$ cat config.mk
export PLATFORM = sky130hd
export DESIGN_NAME = reg4x16_bank
export DESIGN_NICKNAME = d
export VERILOG_FILES = /design/src/rtl/reg4x16_bank_pkg.sv /design/src/rtl/reg4x16_skid.sv /design/src/rtl/reg4x16_bank.sv
export SDC_FILE = /design/constraint.sdc
export NUM_CORES = 1
export LEC_CHECK = 0
export CORE_MARGIN = 3
export CORE_UTILIZATION = 57
export DETAILED_ROUTE_END_ITERATION = 8
export PLACE_DENSITY_LB_ADDON = 0.05
export SETUP_SLACK_MARGIN = 0.3
export SLEW_MARGIN = 20
export SYNTH_ARGS = -nofsm -noshare
export SYNTH_HDL_FRONTEND = slang
export SYNTH_SLANG_ARGS = --single-unit
$ cat constraint.sdc
create_clock -name clk -period 2.55 [get_ports clk]
set_input_delay 0.51 -clock clk [delete_from_list [all_inputs] [get_ports clk]]
set_output_delay 0.51 -clock clk [all_outputs]
set_load 0.05 [all_outputs]
$ cat src/rtl/reg4x16_bank_pkg.sv
// Shared definitions for the four-entry register bank.
//   WIDTH_DEF  : default data width of each register
//   SEL_W/NREG : register-index width and register count
//   SKID_DEF   : default write skid depth
//   skid_ent_t : one buffered write {sel, data}
//   onehot()   : register-index to load-enable decode
package reg4x16_bank_pkg;

   localparam int WIDTH_DEF = 16;
   localparam int SEL_W     = 2;
   localparam int NREG      = 4;
   localparam int SKID_DEF  = 2;

   // Data field is sized from WIDTH_DEF; the bank's WIDTH parameter must match it.
   typedef struct packed {
      logic [SEL_W-1:0]     sel;
      logic [WIDTH_DEF-1:0] data;
   } skid_ent_t;

   function automatic logic [NREG-1:0] onehot(input logic [SEL_W-1:0] s);
      onehot    = '0;
      onehot[s] = 1'b1;
   endfunction

endpackage

$ cat src/rtl/reg4x16_skid.sv
// Small write skid FIFO holding buffered, not-yet-committed writes.
//   clk, rst_n  : clock, async active-low reset (empties the FIFO)
//   push_i      : push push_ent_i at the tail (ignored when full)
//   pop_i       : pop the head (ignored when empty)
//   head_o      : current head entry
//   cnt_o       : number of stored entries
//   full_o      : cnt_o == SKID
module reg4x16_skid
   import reg4x16_bank_pkg::*;
#(
   parameter int SKID = SKID_DEF
) (
   input  logic      clk,
   input  logic      rst_n,
   input  logic      push_i,
   input  skid_ent_t push_ent_i,
   input  logic      pop_i,
   output skid_ent_t head_o,
   output logic [1:0] cnt_o,
   output logic      full_o
);

   localparam int PTR_W = (SKID > 1) ? $clog2(SKID) : 1;

   skid_ent_t        mem_q [SKID];
   logic [PTR_W-1:0] wr_ptr_q, wr_ptr_d;
   logic [PTR_W-1:0] rd_ptr_q, rd_ptr_d;
   logic [1:0]       cnt_q, cnt_d;
   logic             push_ok, pop_ok;

   assign full_o  = (cnt_q == 2'(SKID));
   assign cnt_o   = cnt_q;
   assign head_o  = mem_q[rd_ptr_q];
   assign push_ok = push_i & ~full_o;
   assign pop_ok  = pop_i & (cnt_q != 2'd0);

   // Pointers wrap explicitly so non-power-of-two depths also work.
   always_comb begin
      wr_ptr_d = wr_ptr_q;
      rd_ptr_d = rd_ptr_q;
      cnt_d    = cnt_q;
      if (push_ok) wr_ptr_d = (wr_ptr_q == PTR_W'(SKID-1)) ? '0 : wr_ptr_q + 1'b1;
      if (pop_ok)  rd_ptr_d = (rd_ptr_q == PTR_W'(SKID-1)) ? '0 : rd_ptr_q + 1'b1;
      unique case ({push_ok, pop_ok})
         2'b10:   cnt_d = cnt_q + 2'd1;
         2'b01:   cnt_d = cnt_q - 2'd1;
         default: cnt_d = cnt_q;
      endcase
   end

   always_ff @(posedge clk or negedge rst_n) begin
      if (!rst_n) begin
         wr_ptr_q <= '0;
         rd_ptr_q <= '0;
         cnt_q    <= '0;
         for (int i = 0; i < SKID; i++) mem_q[i] <= '0;
      end else begin
         wr_ptr_q <= wr_ptr_d;
         rd_ptr_q <= rd_ptr_d;
         cnt_q    <= cnt_d;
         if (push_ok) mem_q[wr_ptr_q] <= push_ent_i;
      end
   end

endmodule

$ cat src/rtl/reg4x16_bank.sv
// Four-entry register bank fed by a valid/ready write port with a skid
// buffer, plus a registered single-port read.
//   clk, rst_n            : clock, async active-low reset
//   wr_valid_i/wr_ready_o : write handshake; wr_sel_i/wr_data_i carried
//   hold_i                : blocks commits from the skid buffer this cycle
//   rd_req_i/rd_sel_i     : read request; result in rd_data_o with rd_valid_o pulse
//   ld_en_o               : one-hot load enable of the commit this cycle (0 if none)
//   pend_cnt_o            : buffered, uncommitted writes
module reg4x16_bank
   import reg4x16_bank_pkg::*;
#(
   parameter int WIDTH = WIDTH_DEF,
   parameter int SKID  = SKID_DEF
) (
   input  logic             clk,
   input  logic             rst_n,
   input  logic             wr_valid_i,
   output logic             wr_ready_o,
   input  logic [SEL_W-1:0] wr_sel_i,
   input  logic [WIDTH-1:0] wr_data_i,
   input  logic             hold_i,
   input  logic             rd_req_i,
   input  logic [SEL_W-1:0] rd_sel_i,
   output logic [WIDTH-1:0] rd_data_o,
   output logic             rd_valid_o,
   output logic [NREG-1:0]  ld_en_o,
   output logic [1:0]       pend_cnt_o
);

   skid_ent_t push_ent, head;
   logic      full, accept, commit;

   logic [NREG-1:0][WIDTH-1:0] reg_q, reg_d;
   logic [WIDTH-1:0]           rd_data_q, rd_data_d;
   logic                       rd_valid_q;

   assign push_ent   = '{sel: wr_sel_i, data: wr_data_i};
   // full comes straight from the registered count, never from wr_valid_i
   assign wr_ready_o = ~full;
   assign accept     = wr_valid_i & wr_ready_o;
   assign commit     = ~hold_i & (pend_cnt_o != 2'd0);
   assign ld_en_o    = commit ? onehot(head.sel) : '0;

   reg4x16_skid #(.SKID(SKID)) u_skid (
      .clk        (clk),
      .rst_n      (rst_n),
      .push_i     (accept),
      .push_ent_i (push_ent),
      .pop_i      (commit),
      .head_o     (head),
      .cnt_o      (pend_cnt_o),
      .full_o     (full)
   );

   always_comb begin
      for (int i = 0; i < NREG; i++) reg_d[i] = ld_en_o[i] ? head.data : reg_q[i];
      // read from next-state so a same-edge commit is returned (write-first)
      rd_data_d = reg_d[rd_sel_i];
   end

   always_ff @(posedge clk or negedge rst_n) begin
      if (!rst_n) begin
         reg_q      <= '0;
         rd_data_q  <= '0;
         rd_valid_q <= 1'b0;
      end else begin
         reg_q      <= reg_d;
         rd_valid_q <= rd_req_i;
         if (rd_req_i) rd_data_q <= rd_data_d;
      end
   end

   assign rd_data_o  = rd_data_q;
   assign rd_valid_o = rd_valid_q;

endmodule

==> reports/qor.yml <==
outcome:
  status: "complete, no violations"
worst_setup_path:
  r2r_cells: 6
  required_ns: 2.04
  critical_path_class: "flip-flop to primary output"
  start_kind: "flip-flop"
  worstReg2RegStart: "u_skid.rd_ptr_q$_DFFE_PN0P_"
  r2r-end: "rd_data_o[7]$_DFFE_PN0P_"
  crit_fanout: 7
  r2r_slack_ns: 0.41
  endpoint_kind: "primary output"
  crit_arrival_ns: 1.82
yosys:
  synth-seq-cells: 121
  ys_top_cells_by_area: "dfrtp_1, a31oi_1, mux2_2"
  synth-edff-count: 0
  syn_avg_cell_area_um2: 12.0
  synth_cell_types: 27
  yosysTopAreaCell: "dfrtp_1"
  synthArstFlopShare: 1.00
  synth_sequential_area_ratio: 0.586
  syn_area_mm2: 0.00517
  synth_ff_type: "dfrtp_1"
  yosys_warnings: 0
  postSynthCellCount: 431
  syn_nets: 457
  synth_top_area_frac: 0.586
clock_tree:
  cts_tree: "done"
  cts_buffers: 17
  cts_root_buf: "clkbuf_8"
  clock_latency_ns: 0.51
  path_clk_slew_ns: 0.06
  cts.path.max_buffers: 2
  clock-sinks: 121
  cts.htree.levels: 4
final_layout:
  final_util: 0.758
  nets: 528
  nFillCells: 595
  fin_cells: 623
  drive_above_1_share: 0.266
  area_delta_synth_final_pct: 28.5
  antenna_cells: 0
  layout_common_cells: "dfrtp_1, a31oi_1, a21oi_1"
  final_common_cell: "dfrtp_1"
route:
  postRouteWirelength_mm: 13.7
  first_iter_violations: 451
  via_count: 4140
  drtPass1Iterations: 6
  via_per_inst: 6.65
  ant_nets: 0
  drc: 0
  wl_per_cell_um: 22.1
global_routing:
  grt_pass1_vias: 4217
  gr-total-overflow: 0
  gr-usage-all-layers: 0.280
  grt_max_degree: 51
  antenna_found_initial: 0
  grt_pass1_wl_mm: 21.7
floorplanning:
  die_area_mm2: 0.0102
  die_h_um: 101
  num_rows: 34
  num_io_pins: 49
  start_util: 0.590
  die_width_um: 101
  fp.coreArea_mm2: 0.00876
sta:
  fmax_mhz: 430
  tightest_slew_ns: 0.630
  post-route-min-period_ns: 2.33
  setup_violations: 0
  finalSetupTns_ns: 0
  drv_slew: 0
  rsz0062_at_grt: "true"
  maxSlewHeadroom: 0.568
  clock_skew_ns: 0.00859
  finalCritPeriodShare: 0.912
  hold_viol: 0
  worst_hold_slack_ns: 0.0213
power:
  power_density_mw_per_mm2: 1590
  sw_frac_of_total: 0.402
  p_seq_frac: 0.317
  leakagePower_nw: 2.75
  p_int_w: 0.00633
  peakVddDrop_mv: 0.945
  p_sw_w: 0.00426
  comb_power_share: 0.459
  clockPowerShare: 0.224
place:
  portBuffers: 48
  dp_hpwl_mm: 7.68
  place_congestion: 0.803
  dp.cells: 567
hold_path:
  hold_path_class: "input pin to asynchronous set/reset pin"
run:
  drv_cap: 0
timing repair:
item	in CTS	in global routing
hold buffers	0	0
setup buffers	5	18
hold endpoints to repair	0	0
endpoints found under the setup margin	8	4
pin swaps	1	1
gates resized for setup	6	6
gates cloned	1	0
flip-flops by register name, summed over array words and instances (netlist names):
register,count
u_skid.cnt_o,2
rd_valid_o,1
u_skid.wr_ptr_q,1
rd_data_o,16
reg_q,64
u_skid.rd_ptr_q,1
u_skid.mem_q,36
logic make-up (layout without fill, tap and decap cells):
family	Yosys count	in the layout	share of synthesized area
buffers and inverters	42	125	0.0434
adders and majority gates	1	1	0.00242
and+or+nand+nor	29	29	0.0266
AOI/OAI and AO/OA	177	177	0.214
muxes	56	57	0.119
xor gates and xnor gates	5	5	0.00848
DFF	121	121	0.586
routing by layer:
| metal | vias to the layer above | global-route usage | share of wire |
|---|---|---|---|
| li1 | 1779 | - | - |
| met1 | 2094 | 0.364 | 0.40 |
| met2 | 244 | 0.436 | 0.49 |
| met3 | 23 | 0.0847 | 0.087 |
| met4 | 0 | 0.126 | 0.018 |
| met5 | - | 0 | 0 |
area by class of cell:
cell class                      count  area (um^2)  area share
Clock buffer                       25          474      0.0714
Clock inverter                      7          115      0.0173
Sequential cell                   121         3030       0.456
Timing Repair Buffer               93          913       0.138
Multi-Input combinational cell    269         1970       0.297
Tap cell                          108          135      0.0204
worst max path at each step:
stage / start / end / slack, ns
finish: u_skid.rd_ptr_q$_DFFE_PN0P_ / ld_en_o[2] / 0.22
detailed placement: hold_i / rd_data_o[0]$_DFFE_PN0P_ / 0.19
floorplan: u_skid.cnt_o[1]$_DFFE_PN0P_ / rd_data_o[10]$_DFFE_PN0P_ / 0.33
global placement: hold_i / ld_en_o[2] / 0.25
global route: u_skid.rd_ptr_q$_DFFE_PN0P_ / ld_en_o[2] / 0.16
CTS: u_skid.rd_ptr_q$_DFFE_PN0P_ / ld_en_o[0] / 0.16
critical path, stage by stage, from the launching register on:
cell and delay [ns]:
dfrtp_2 0.49, mux2_4 0.35, and3_4 0.19, buf_12 0.13, buf_12 0.14
power groups by stage:
stage                     logic [W]  registers [W]  clock network [W]
after floorplan             0.00274        0.00362                  0
after global placement      0.00425        0.00328                  0
after detailed placement    0.00438        0.00332                  0
after CTS                   0.00453        0.00332            0.00239
after global routing        0.00516        0.00345            0.00249
final                       0.00485        0.00336            0.00237
metrics by stage:
stage | worst slack, ns | total power (W) | area, um^2
after global placement | 0.245 | 0.00753 | 5830
final | 0.224 | 0.0106 | 6640
after detailed placement | 0.194 | 0.00770 | 5830
after global routing | 0.163 | 0.0111 | 6640
after CTS | 0.159 | 0.0102 | 6470
after floorplan | 0.331 | 0.00635 | 5170
cells in the mapped netlist (2+ instances only):
cell type and number:
xor2_1 2, dfrtp_1 121, a21oi_2 9, nor2b_1 2
mux2_2 37, nor2_1 18, a22oi_1 32, clkbuf_1 18
and3_1 3, buf_6 6, buf_2 14, xnor2_1 3
buf_1 3, a31oi_1 80, a21oi_1 55, mux2i_1 17
No activity file was read; power rests on OpenSTA's default activity.
